File: src/rtl/bp_cfg_loader.sv
`default_nettype none
// ============================================================================
// Module   : bp_cfg_loader
// Purpose  : Boot-time configuration master. After an optional start delay it
//            walks every core through five identity-register writes while the
//            core is held frozen. Once every core is programmed it issues one
//            unfreeze write per core. It then reports completion.
// Ports    : clk_i        - clock
//            reset_i      - asynchronous, active-high reset
//            cfg_v_o      - write request valid (decoded from state only)
//            cfg_ready_i  - config bus accepts the request this cycle
//            cfg_core_o   - target core index
//            cfg_addr_o   - config register address
//            cfg_data_o   - config write data
//            done_o       - every write accepted; sticky until reset
// Revision : 1.0 - initial release
// ============================================================================
module bp_cfg_loader #(
    parameter int num_core_p       = 2,
    parameter int cfg_core_width_p = 8,
    parameter int cfg_addr_width_p = 16,
    parameter int cfg_data_width_p = 32,
    parameter int start_delay_p    = 4
) (
    input  logic                        clk_i,
    input  logic                        reset_i,
    output logic                        cfg_v_o,
    input  logic                        cfg_ready_i,
    output logic [cfg_core_width_p-1:0] cfg_core_o,
    output logic [cfg_addr_width_p-1:0] cfg_addr_o,
    output logic [cfg_data_width_p-1:0] cfg_data_o,
    output logic                        done_o
);

    localparam int CORE_CNT_W = (num_core_p > 1) ? $clog2(num_core_p) : 1;
    localparam int DLY_W      = (start_delay_p > 0) ? $clog2(start_delay_p + 1) : 1;

    localparam logic [CORE_CNT_W-1:0] LAST_CORE = CORE_CNT_W'(num_core_p - 1);
    localparam logic [DLY_W-1:0]      DLY_INIT  = DLY_W'(start_delay_p);
    localparam logic [2:0]            LAST_REG  = 3'd4;

    localparam logic [cfg_addr_width_p-1:0] ADDR_FREEZE = cfg_addr_width_p'(1);
    localparam logic [cfg_addr_width_p-1:0] ADDR_ICACHE = cfg_addr_width_p'(2);
    localparam logic [cfg_addr_width_p-1:0] ADDR_DCACHE = cfg_addr_width_p'(3);
    localparam logic [cfg_addr_width_p-1:0] ADDR_CCE    = cfg_addr_width_p'(4);
    localparam logic [cfg_addr_width_p-1:0] ADDR_HART   = cfg_addr_width_p'(5);

    localparam logic [1:0] E_WAIT    = 2'd0;
    localparam logic [1:0] E_PROG    = 2'd1;
    localparam logic [1:0] E_RELEASE = 2'd2;
    localparam logic [1:0] E_DONE    = 2'd3;

    logic [1:0]            state_q, state_d;
    logic [CORE_CNT_W-1:0] core_q,  core_d;
    logic [2:0]            reg_q,   reg_d;
    logic [DLY_W-1:0]      delay_q, delay_d;

    logic                        w_valid;
    logic                        w_handshake;
    logic [cfg_data_width_p-1:0] w_core_ext;
    logic [cfg_data_width_p-1:0] w_core_x2;

    // Valid depends on state alone so the bus can never see a request that
    // reacts combinationally to its own ready.
    assign w_valid     = (state_q == E_PROG) || (state_q == E_RELEASE);
    assign w_handshake = w_valid && cfg_ready_i;
    assign w_core_ext  = cfg_data_width_p'(core_q);
    assign w_core_x2   = w_core_ext << 1;

    // ------------------------------------------------------------------
    // State register
    // ------------------------------------------------------------------
    always_ff @(posedge clk_i or posedge reset_i) begin
        if (reset_i) begin
            state_q <= E_WAIT;
            core_q  <= '0;
            reg_q   <= '0;
            delay_q <= DLY_INIT;
        end else begin
            state_q <= state_d;
            core_q  <= core_d;
            reg_q   <= reg_d;
            delay_q <= delay_d;
        end
    end

    // ------------------------------------------------------------------
    // Next-state logic: counters only move on an accepted write
    // ------------------------------------------------------------------
    always_comb begin
        state_d = state_q;
        core_d  = core_q;
        reg_d   = reg_q;
        delay_d = delay_q;
        case (state_q)
            E_WAIT: begin
                if (delay_q == '0) begin
                    state_d = E_PROG;
                    core_d  = '0;
                    reg_d   = '0;
                end else begin
                    delay_d = delay_q - 1'b1;
                end
            end
            E_PROG: begin
                if (w_handshake) begin
                    if (reg_q == LAST_REG) begin
                        reg_d = '0;
                        if (core_q == LAST_CORE) begin
                            state_d = E_RELEASE;
                            core_d  = '0;
                        end else begin
                            core_d = core_q + 1'b1;
                        end
                    end else begin
                        reg_d = reg_q + 1'b1;
                    end
                end
            end
            E_RELEASE: begin
                if (w_handshake) begin
                    if (core_q == LAST_CORE) begin
                        state_d = E_DONE;
                    end else begin
                        core_d = core_q + 1'b1;
                    end
                end
            end
            E_DONE: begin
                state_d = E_DONE;
            end
            default: begin
                state_d = E_WAIT;
            end
        endcase
    end

    // ------------------------------------------------------------------
    // Output decode: payload comes from registered state and counters,
    // so it is naturally held stable across a stall.
    // ------------------------------------------------------------------
    always_comb begin
        cfg_v_o    = 1'b0;
        done_o     = 1'b0;
        cfg_core_o = '0;
        cfg_addr_o = '0;
        cfg_data_o = '0;
        case (state_q)
            E_PROG: begin
                cfg_v_o    = 1'b1;
                cfg_core_o = cfg_core_width_p'(core_q);
                case (reg_q)
                    3'd0: begin
                        cfg_addr_o = ADDR_FREEZE;
                        cfg_data_o = cfg_data_width_p'(1);
                    end
                    3'd1: begin
                        cfg_addr_o = ADDR_ICACHE;
                        cfg_data_o = w_core_x2;
                    end
                    3'd2: begin
                        cfg_addr_o = ADDR_DCACHE;
                        cfg_data_o = w_core_x2 | cfg_data_width_p'(1);
                    end
                    3'd3: begin
                        cfg_addr_o = ADDR_CCE;
                        cfg_data_o = w_core_ext;
                    end
                    default: begin
                        cfg_addr_o = ADDR_HART;
                        cfg_data_o = w_core_ext;
                    end
                endcase
            end
            E_RELEASE: begin
                cfg_v_o    = 1'b1;
                cfg_core_o = cfg_core_width_p'(core_q);
                cfg_addr_o = ADDR_FREEZE;
                cfg_data_o = '0;
            end
            E_DONE: begin
                done_o = 1'b1;
            end
            default: begin
                cfg_v_o = 1'b0;
            end
        endcase
    end

endmodule
`default_nettype wire

File: config.mk
export PLATFORM = sky130hd
export DESIGN_NAME = bp_cfg_loader
export DESIGN_NICKNAME = d
export VERILOG_FILES = /design/src/rtl/bp_cfg_loader.sv
export SDC_FILE = /design/constraint.sdc
export NUM_CORES = 1
export LEC_CHECK = 0
export ABC_CLOCK_PERIOD_IN_PS = 4550
export BUFFER_PORTS_ARGS = -buffer_cell sky130_fd_sc_hd__buf_2
export CAP_MARGIN = 20
export CORE_MARGIN = 4
export CORE_UTILIZATION = 48
export CTS_CLUSTER_SIZE = 16
export DETAILED_ROUTE_END_ITERATION = 12
export PLACE_DENSITY = 0.85
export SYNTH_ARGS = -nofsm -noshare
export SYNTH_HDL_FRONTEND = slang
export SYNTH_SLANG_ARGS = --single-unit
File: constraint.sdc
create_clock -name clk_i -period 4.55 [get_ports clk_i]
set_input_delay 0.2275 -clock clk_i [delete_from_list [all_inputs] [get_ports clk_i]]
set_output_delay 0.2275 -clock clk_i [all_outputs]
set_load 0.005 [all_outputs]
### Yosys cells after proc, flatten, opt, wreduce, memory -nomap -nowiden

Cells that the tools add are included.

| storage, ports and cells | value |
|---|---|
| register bits after elaboration | 9 |
| input port bits | 3 |
| output and inout bits | 58 |

| cells by class | value |
|---|---|
| $add $sub $neg | 3 |
| equal/unequal tests | 13 |
| multiplexer cells | 25 |
| bitwise gates (word level) | 1 |
| reductions and logical operators | 12 |

Operators with widths:

| kind | number |
|---|---|
| $mux 2 | 7 |
| $pmux 3 s2 | 2 |
| $pmux 3 s4 | 1 |
| $ne 2x2->1 const B | 5 |
| $mux 1 | 9 |
| $mux 3 | 3 |
| $pmux 2 s4 | 1 |
| $eq 3x2->1 const B | 2 |
| $logic_not 3->1 | 2 |
| $pmux 2 s3 | 1 |
| $reduce_and 6->1 | 1 |
| $reduce_and 5->1 | 1 |
| $eq 2x2->1 const B | 2 |
| $add 3x1->3 const B | 1 |
| $eq 3x1->1 const B | 1 |
| $eq 3x3->1 const B | 1 |
| $pmux 1 s3 | 1 |
| $reduce_and 3->1 | 1 |
| $reduce_bool 3->1 | 1 |
| $sub 3x1->3 const B | 1 |
| $eq 2x1->1 const B | 1 |
| $logic_not 2->1 | 1 |
| $ne 2x1->1 const B | 1 |
| $reduce_and 2->1 | 1 |
| other kinds (6) | 6 |

### Depth between registers and ports, before layout

Gate-level depths: netlist (run 1).

| logic depth | value |
|---|---|
| word-level depth | 5 |
| gate-level depth with buffers | 7 |
| gate-level depth less buffers | 6 |

### Least setup slack after synthesis (run 1)

OpenSTA, ideal clock, no wires.

| timing | value |
|---|---|
| path type | reg-to-reg |
| start point | register state_q[0] |
| end point | register core_q |
| arrival | 1314 ps |
| slack | 3104 ps |
| cell stages (with the launch flop) | 7 |
| path buffers | 0 |
| period minus slack after synthesis | 1446 ps |
| cells stage by stage | dfrtp_1 inv_1 ha_1 or2_1 nor2b_1 o31ai_1 o31ai_1 |

| between the ends | value |
|---|---|
| word-level cells in the longest chain between the ends | 5 |
| elaborated cells between the ends (all ways) | 12 |

RTL lines:

| what | line | RTL |
|---|---|---|
| start, declared | 53 | `logic [1:0] state_q, state_d;` |
| start signal, assigned | 80 | `state_q <= state_d;` |
| $eq 2x1->1 or $eq 2x2->1 (tied branches) | 65, 95 |  |
| $logic_or 1x1->1 | 65 | `assign w_valid = (state_q == E_PROG) \|\| (state_q == E_RELEASE);` |
| $logic_and 1x1->1 | 66 | `assign w_handshake = w_valid && cfg_ready_i;` |
| $ne 2x2->1 (no line) | n/a |  |
| $reduce_and 5->1 (no line) | n/a |  |
| end signal, assigned | 81 | `core_q <= core_d;` |
| end, declared | 54 | `logic [CORE_CNT_W-1:0] core_q, core_d;` |

Parallel ways exist; a longest one is shown, timed or not.
A chain may end at the register's enable or synchronous reset.

### Worst setup path in the final report (run 1)

| timing | value |
|---|---|
| start point | register reg_q[0] |
| end point | output cfg_addr_o[0] |

| between the ends | value |
|---|---|
| word-level cells in the longest chain between the ends | 3 |
| elaborated cells between the ends (all ways) | 6 |

RTL lines:

| what | line | RTL |
|---|---|---|
| start, declared | 55 | `logic [2:0] reg_q, reg_d;` |
| start signal, assigned | 82 | `reg_q <= reg_d;` |
| $eq 3x2->1 (tied with other cells) | 152 | `case (reg_q)` |
| $pmux 3 s4 * | 152 |  |
| $pmux 3 s2 * | 148 | `case (state_q)` |
| end, declared | 30 | `output logic [cfg_addr_width_p-1:0] cfg_addr_o,` |

Mark *: on every way between the ends. The rest lies on a longest branch, timed or not.

==> reports/metrics.cfg, run 1 <==
[power_and_ir_drop]
peakVddDrop_uv = 144
leakage_nw = 0.551
powerDensity_nw_per_um2 = 154

[placement]
io_buffers = 10
place_congestion = 0.817
dpl.hpwl_mm = 1.42

[global_routing]
grt_max_degree = 13
grt_pass1_wl_mm = 2.39
grt_usage = 0.0935
grt_pass1_vias = 565
antenna_found_initial = 0
overflow = 0

[route]
post_drt_via_cell_ratio = 4.16
dr.pass1.iters = 4
antenna_left = 0
wirelength_mm = 1.69
vias = 728
post_drt_wl_per_cell_um = 9.68
first_iter_violations = 27
drc_errors = 0

[cells_and_area]
diodes = 0
nFillCells = 229
synthToLayoutAreaGrowth_pct = -8.93
post_route_cells_drive_above_1_share = 0.129
ff_latch_area_um2 = 226
final_core_utilization = 0.463
nNetsFinal = 162
multi_input_area_um2 = 647

[timing]
slew_violations = 0
finClkSkew_ns = 0.00293
rsz0062_at_grt = no
hold_violations = 0
setup_viol = 0
setup-tns-final_ns = 0
fin_crit_sh = 0.407
layout_min_cycle_time_ns = 1.85
fmaxAchievable_mhz = 540

[floorplanning]
initial_core_util = 0.508
die_w_um = 56.6
dieArea_um2 = 3210
rows = 17
io_pins = 61
die_h_um = 56.6
core_area_um2 = 2230

[yosys]
synthFlopType = dfrtp_1
async_flop_share = 1.00
ys_seq_elements = 9
yosysMostFrequentCell = buf_4
synth_area_leaders = buf_4 33%, dfrtp_1 18%, ha_1 12%, inv_1 3.3%, a22o_1 3.1%
yosysWarningCount = 0
syn_area_um2 = 1130
yosysTopAreaCellShare = 0.331
ys_types = 29
synth-seq-area-share = 0.200
yosys.area.top_type = buf_4
synth_commonest_cells = 50 x buf_4, 11 x ha_1, 10 x inv_1
syn_avg_cell_area_um2 = 8.28
synthCells = 137
synth_edf_count = 0

[critical_path]
cpPeakStageDelay_ns = 0.40
crit_required_ns = 4.32
crit_fanout = 4
ff2ff_path_depth = 6
crit_path_end_kind = output port
critPathKind = reg -> out
crit_chain = inv_1, ha_1, o21bai_1, o21ai_0, a21oi_1, nor2b_1, buf_2
start_kind = register
cp.arrival_ns = 1.62
slowest_stage = dfrtp_1

[clock_network]
cts_max_level = 1
cts_sinks = 9
cts_tree = yes
clock_latency_ns = 0.26
cts_buffers = 3
ctsLongestPathBuffers = 2
clockRootBuffer = clkbuf_4
clk_pin_slew_ns = 0.07

[run]
drv_cap = 0

[worst_hold_path]
min_path_type = in -> reg
holdPathStages = 3

[status]
outcome = finished clean

[layout by cell type, fill, tap and decap left out]
| cell type | netlist | final |
|---|---|---|
| conb_1 | 1 | 50 |
| ha_1 | 11 | 11 |
| inv_1 | 10 | 10 |
| buf_2 | 2 | 10 |
| dfrtp_1 | 8 | 8 |
| nand2_1 | 7 | 7 |
| a21oi_1 | 6 | 6 |
| nor2_1 | 5 | 5 |
| a22o_1 | 4 | 4 |
| nor3_1 | 4 | 4 |
| o21ai_0 | 4 | 4 |
| nor2b_1 | 3 | 3 |
| o31ai_1 | 3 | 3 |
| clkbuf_4 | 0 | 3 |
| o22ai_1 | 2 | 2 |
| xnor2_1 | 2 | 2 |
| and2_1 | 2 | 2 |
| nand2b_4 | 1 | 1 |
| nand2_4 | 1 | 1 |
| or2_1 | 1 | 1 |
| o211ai_1 | 1 | 1 |
| mux2i_1 | 1 | 1 |
| and2_4 | 1 | 1 |
| a21o_2 | 1 | 1 |
| o21bai_1 | 1 | 1 |
| a2bb2oi_1 | 1 | 1 |
| nand3_1 | 1 | 1 |
| clkinv_2 | 0 | 1 |
| dfstp_2 | 1 | 1 |
| dlygate4sd3_1 | 0 | 1 |
[report_power, final]
group | internal (mW) | switching, mW | total, mW
Clock | 0.0325 | 0.0317 | 0.0642
Combinational | 0.00160 | 0.0133 | 0.0149
Sequential | 0.0800 | 0 | 0.0800
[path summary, 6_finish.rpt]
path	start	slack (ns)	end
min	cfg_ready_i	0.29	core_q$_DFFE_PP0P_
max reg2reg	state_q[1]$_DFFE_PP0P_	2.92	core_q$_DFFE_PP0P_
min in group asynchronous	reset_i	0.46	reg_q[2]$_DFFE_PP0P_
min reg2reg	delay_q[2]$_DFFE_PP1N_	0.50	delay_q[2]$_DFFE_PP1N_
max	reg_q[0]$_DFFE_PP0P_	2.70	cfg_addr_o[0]
max in group asynchronous	reset_i	3.78	delay_q[2]$_DFFE_PP1N_
[layer usage]
metal  vias to the layer above  wire length [um]  global-route usage
met2                        36               831               0.149
met3                         0               204              0.0437
met5                         -                 0                   0
met4                         0                 0              0.0102
met1                       328               658               0.119
li1                        364                 -                   -
[sequential cells by signal, summed over array words and instances (netlist names)]
register  cells
reg_q         3
state_q       2
core_q        1
delay_q       3
[through the flow]
step,hold slack (ns),instances,total power [mW],worst slack (ns),instance area [um^2]
2_1_floorplan,0.0547,186,0.125,3.10,1320
6_report,0.291,175,0.159,2.70,1030
3_3_place_gp,0.220,170,0.0947,2.97,996
5_1_grt,0.325,175,0.167,2.53,1030
3_5_place_dp,0.216,170,0.0946,2.91,996
4_1_cts,0.292,175,0.159,2.66,1030
[critical path: cells and delay by family (launching register included)]
family	cells	cell delay [ns]
compound gates	3	0.41
buf+inv	2	0.22
fa+ha+maj	1	0.27
simple gates	1	0.05
flops	1	0.40
[cell families after synthesis]
| logic type | synth area share |
|---|---|
| other cells | 0.00330 |
| mux | 0.00882 |
| compound gates | 0.135 |
| fa+ha+maj | 0.121 |
| xor+xnor | 0.0154 |
| buf+inv | 0.393 |
| flops | 0.200 |
| simple gates | 0.125 |
[area by class of cell]
type / instances / share of cell area
multi-input cells: 113 / 0.626
flip-flops and latches: 9 / 0.219
repair buffers: 11 / 0.0581
inverters: 10 / 0.0363
well taps: 28 / 0.0339
clock buffers: 3 / 0.0218
clock inverters: 1 / 0.00484
[timing repair]
action                                 4_1_cts  5_1_grt
endpoints found under the hold margin        8        0
resized for setup                            0        0
hold buffers                                 1        0
buffers inserted                             0        0
(Power assumes the default switching activity.)
==> run 2, diff against run 1 <==
==> config.mk (replaced) <==
export PLATFORM = sky130hd
export DESIGN_NAME = bp_cfg_loader
export DESIGN_NICKNAME = d
export VERILOG_FILES = /design/src/rtl/bp_cfg_loader.sv
export SDC_FILE = /design/constraint.sdc
export NUM_CORES = 1
export LEC_CHECK = 0
export ABC_CLOCK_PERIOD_IN_PS = 1900
export BUFFER_PORTS_ARGS = -buffer_cell sky130_fd_sc_hd__buf_2
export CAP_MARGIN = 20
export CORE_MARGIN = 4
export CORE_UTILIZATION = 45
export CTS_CLUSTER_SIZE = 16
export DETAILED_ROUTE_END_ITERATION = 12
export PLACE_DENSITY = 0.8
export SYNTH_ARGS = -nofsm -noshare
export SYNTH_HDL_FRONTEND = slang
export SYNTH_SLANG_ARGS = --single-unit
==> constraint.sdc (replaced) <==
create_clock -name clk_i -period 1.9 [get_ports clk_i]
set_input_delay 0.095 -clock clk_i [delete_from_list [all_inputs] [get_ports clk_i]]
set_output_delay 0.095 -clock clk_i [all_outputs]
set_load 0.005 [all_outputs]
==> run 2 against run 1 <==
Final area increased by 0.97%. Combinational power rose by 140%. Critical path type unchanged. Via count is 1.8% higher. Global-route usage rose by 0.40 points. Sequential cell count did not move. Non-clock buffer count is 1 higher. Count of clock-buffer cells in the layout rose by 1. Routed wire length increased by 3.7%. Sequential share of layout area is 0.090 points lower. Largest power group unchanged. Sequential power rose by 140%. Critical path depth did not move.
==> reports/metrics.cfg, run 2 (synthesis results as in run 1) <==
[worst_hold_path]
holdPathStages = 3
min_path_type = in -> reg

[clock_network]
clock_latency_ns = 0.28
clockRootBuffer = clkbuf_4
cts_sinks = 9
clk_pin_slew_ns = 0.07
cts_max_level = 1
cts_buffers = 3
ctsLongestPathBuffers = 2
cts_tree = yes

[timing]
layout_min_cycle_time_ns = 1.76
slew_violations = 0
fmaxAchievable_mhz = 569
finClkSkew_ns = 0.0138
setup_viol = 0
fin_crit_sh = 0.925
hold_violations = 0

[cells_and_area]
synthToLayoutAreaGrowth_pct = -8.05
final_cell_mix = 50 x conb_1, 10 x inv_1, 10 x ha_1, 10 x buf_2
stdcell_area_um2 = 1040
diodes = 0
nFillCells = 237
largest_registers = delay_q: 3 flops, reg_q: 3 flops, state_q: 2 flops
post_route_cells_drive_above_1_share = 0.142
layout_commonest_cell = conb_1
nNetsFinal = 163

[global_routing]
grt_usage = 0.0974
antenna_found_initial = 0
grt_pass1_wl_mm = 2.51
grt_pass1_vias = 568
grt_max_degree = 13
overflow = 0

[route]
first_iter_violations = 13
post_drt_via_cell_ratio = 4.21
antenna_left = 0
drc_errors = 0
vias = 741
wirelength_mm = 1.76
dr.pass1.iters = 4
post_drt_wl_per_cell_um = 9.98

[critical_path]
crit_fanout = 4
crit_path_end_kind = output port
crit_required_ns = 1.80
critPathKind = reg -> out
start_kind = register
ff2ff_path_depth = 5
cp.arrival_ns = 1.66

[floorplanning]
die_h_um = 58.2
core_area_um2 = 2300
rows = 17
die_w_um = 58.2
io_pins = 61
initial_core_util = 0.494
dieArea_um2 = 3390

[placement]
io_buffers = 10
dpl.hpwl_mm = 1.43
place_congestion = 0.809
place_area_um2 = 996

[status]
outcome = finished clean

[power_and_ir_drop]
p_comb_frac = 0.094
power.internal_mw = 0.277
seqPwrFrac = 0.500
p_sw_mw = 0.107
switching_share = 0.279
powerDensity_nw_per_um2 = 368
clockPowerShare = 0.407
leakage_nw = 0.551
peakVddDrop_uv = 353
p_total_mw = 0.384

[run]
drv_cap = 0

## run 2: cell count changes in the layout (fill, tap and decap cells not counted), sizes merged
| cell | change |
|---|---|
| buf | +1 |
| clkbuf | +1 |
| clkinv | -1 |
## run 2: power by group through the flow
stage	combinational [mW]	clock [mW]	sequential, mW
finish	0.0359	0.156	0.192
global route	0.0442	0.171	0.192
CTS	0.0331	0.166	0.192
detailed placement	0.0315	0	0.195
global placement	0.0314	0	0.195
floorplan	0.103	0	0.195
## run 2: metal layers
layer / GRT usage / vias to the layer above / routed length (um)
met4: 0.0397 / 0 / 31
met1: 0.121 / 328 / 707
met5: 0 / - / 0
li1: - / 368 / -
met3: 0.0401 / 3 / 187
met2: 0.148 / 42 / 830
## run 2: critical path: stages, from the launching register on
cell	delay (ns)
dfrtp_1	0.39
inv_1	0.11
ha_2	0.24
o21bai_1	0.18
o21ai_0	0.12
a21oi_1	0.16
nor2b_1	0.06
buf_2	0.12
## run 2: final timing paths
check                                        from                     end  slack [ns]
max in group asynchronous                 reset_i  delay_q[2]$_DFFE_PP1N_        1.25
min in group asynchronous                 reset_i    reg_q[1]$_DFFE_PP0P_        0.32
max                          reg_q[0]$_DFFE_PP0P_           cfg_addr_o[0]        0.14
min reg2reg                delay_q[2]$_DFFE_PP1N_  delay_q[2]$_DFFE_PP1N_        0.50
min                                   cfg_ready_i      core_q$_DFFE_PP0P_        0.15
max reg2reg                state_q[0]$_DFFE_PP0P_      core_q$_DFFE_PP0P_        0.31
## run 2: layout make-up
type / count / area, um^2 / share of cell area
multi-input cells: 113 / 649 / 0.622
well taps: 28 / 35.0 / 0.0336
flip-flops and latches: 9 / 228 / 0.218
clock buffers: 4 / 26.3 / 0.0252
repair buffers: 12 / 67.6 / 0.0647
inverters: 10 / 37.5 / 0.0360
## run 2: what timing repair did
action / CTS / global route
hold buffers: 1 / 0
resized for setup: 0 / 2
endpoints found under the setup margin: 0 / 1
buffers inserted: 0 / 1
hold endpoints to repair: 8 / 0
## run 2: metrics by stage
stage / instances / util / hold slack, ns / setup TNS [ns] / setup WS (ns)
after detailed placement: 170 / 0.434 / 0.0861 / 0 / 0.278
final: 176 / 0.454 / 0.146 / 0 / 0.142
after floorplan: 186 / - / -0.0778 / 0 / 0.454
after global placement: 170 / 0.434 / 0.0789 / 0 / 0.326
after global routing: 176 / 0.454 / 0.169 / -0.00735 / -0.00735
after CTS: 175 / 0.449 / 0.137 / 0 / 0.0916
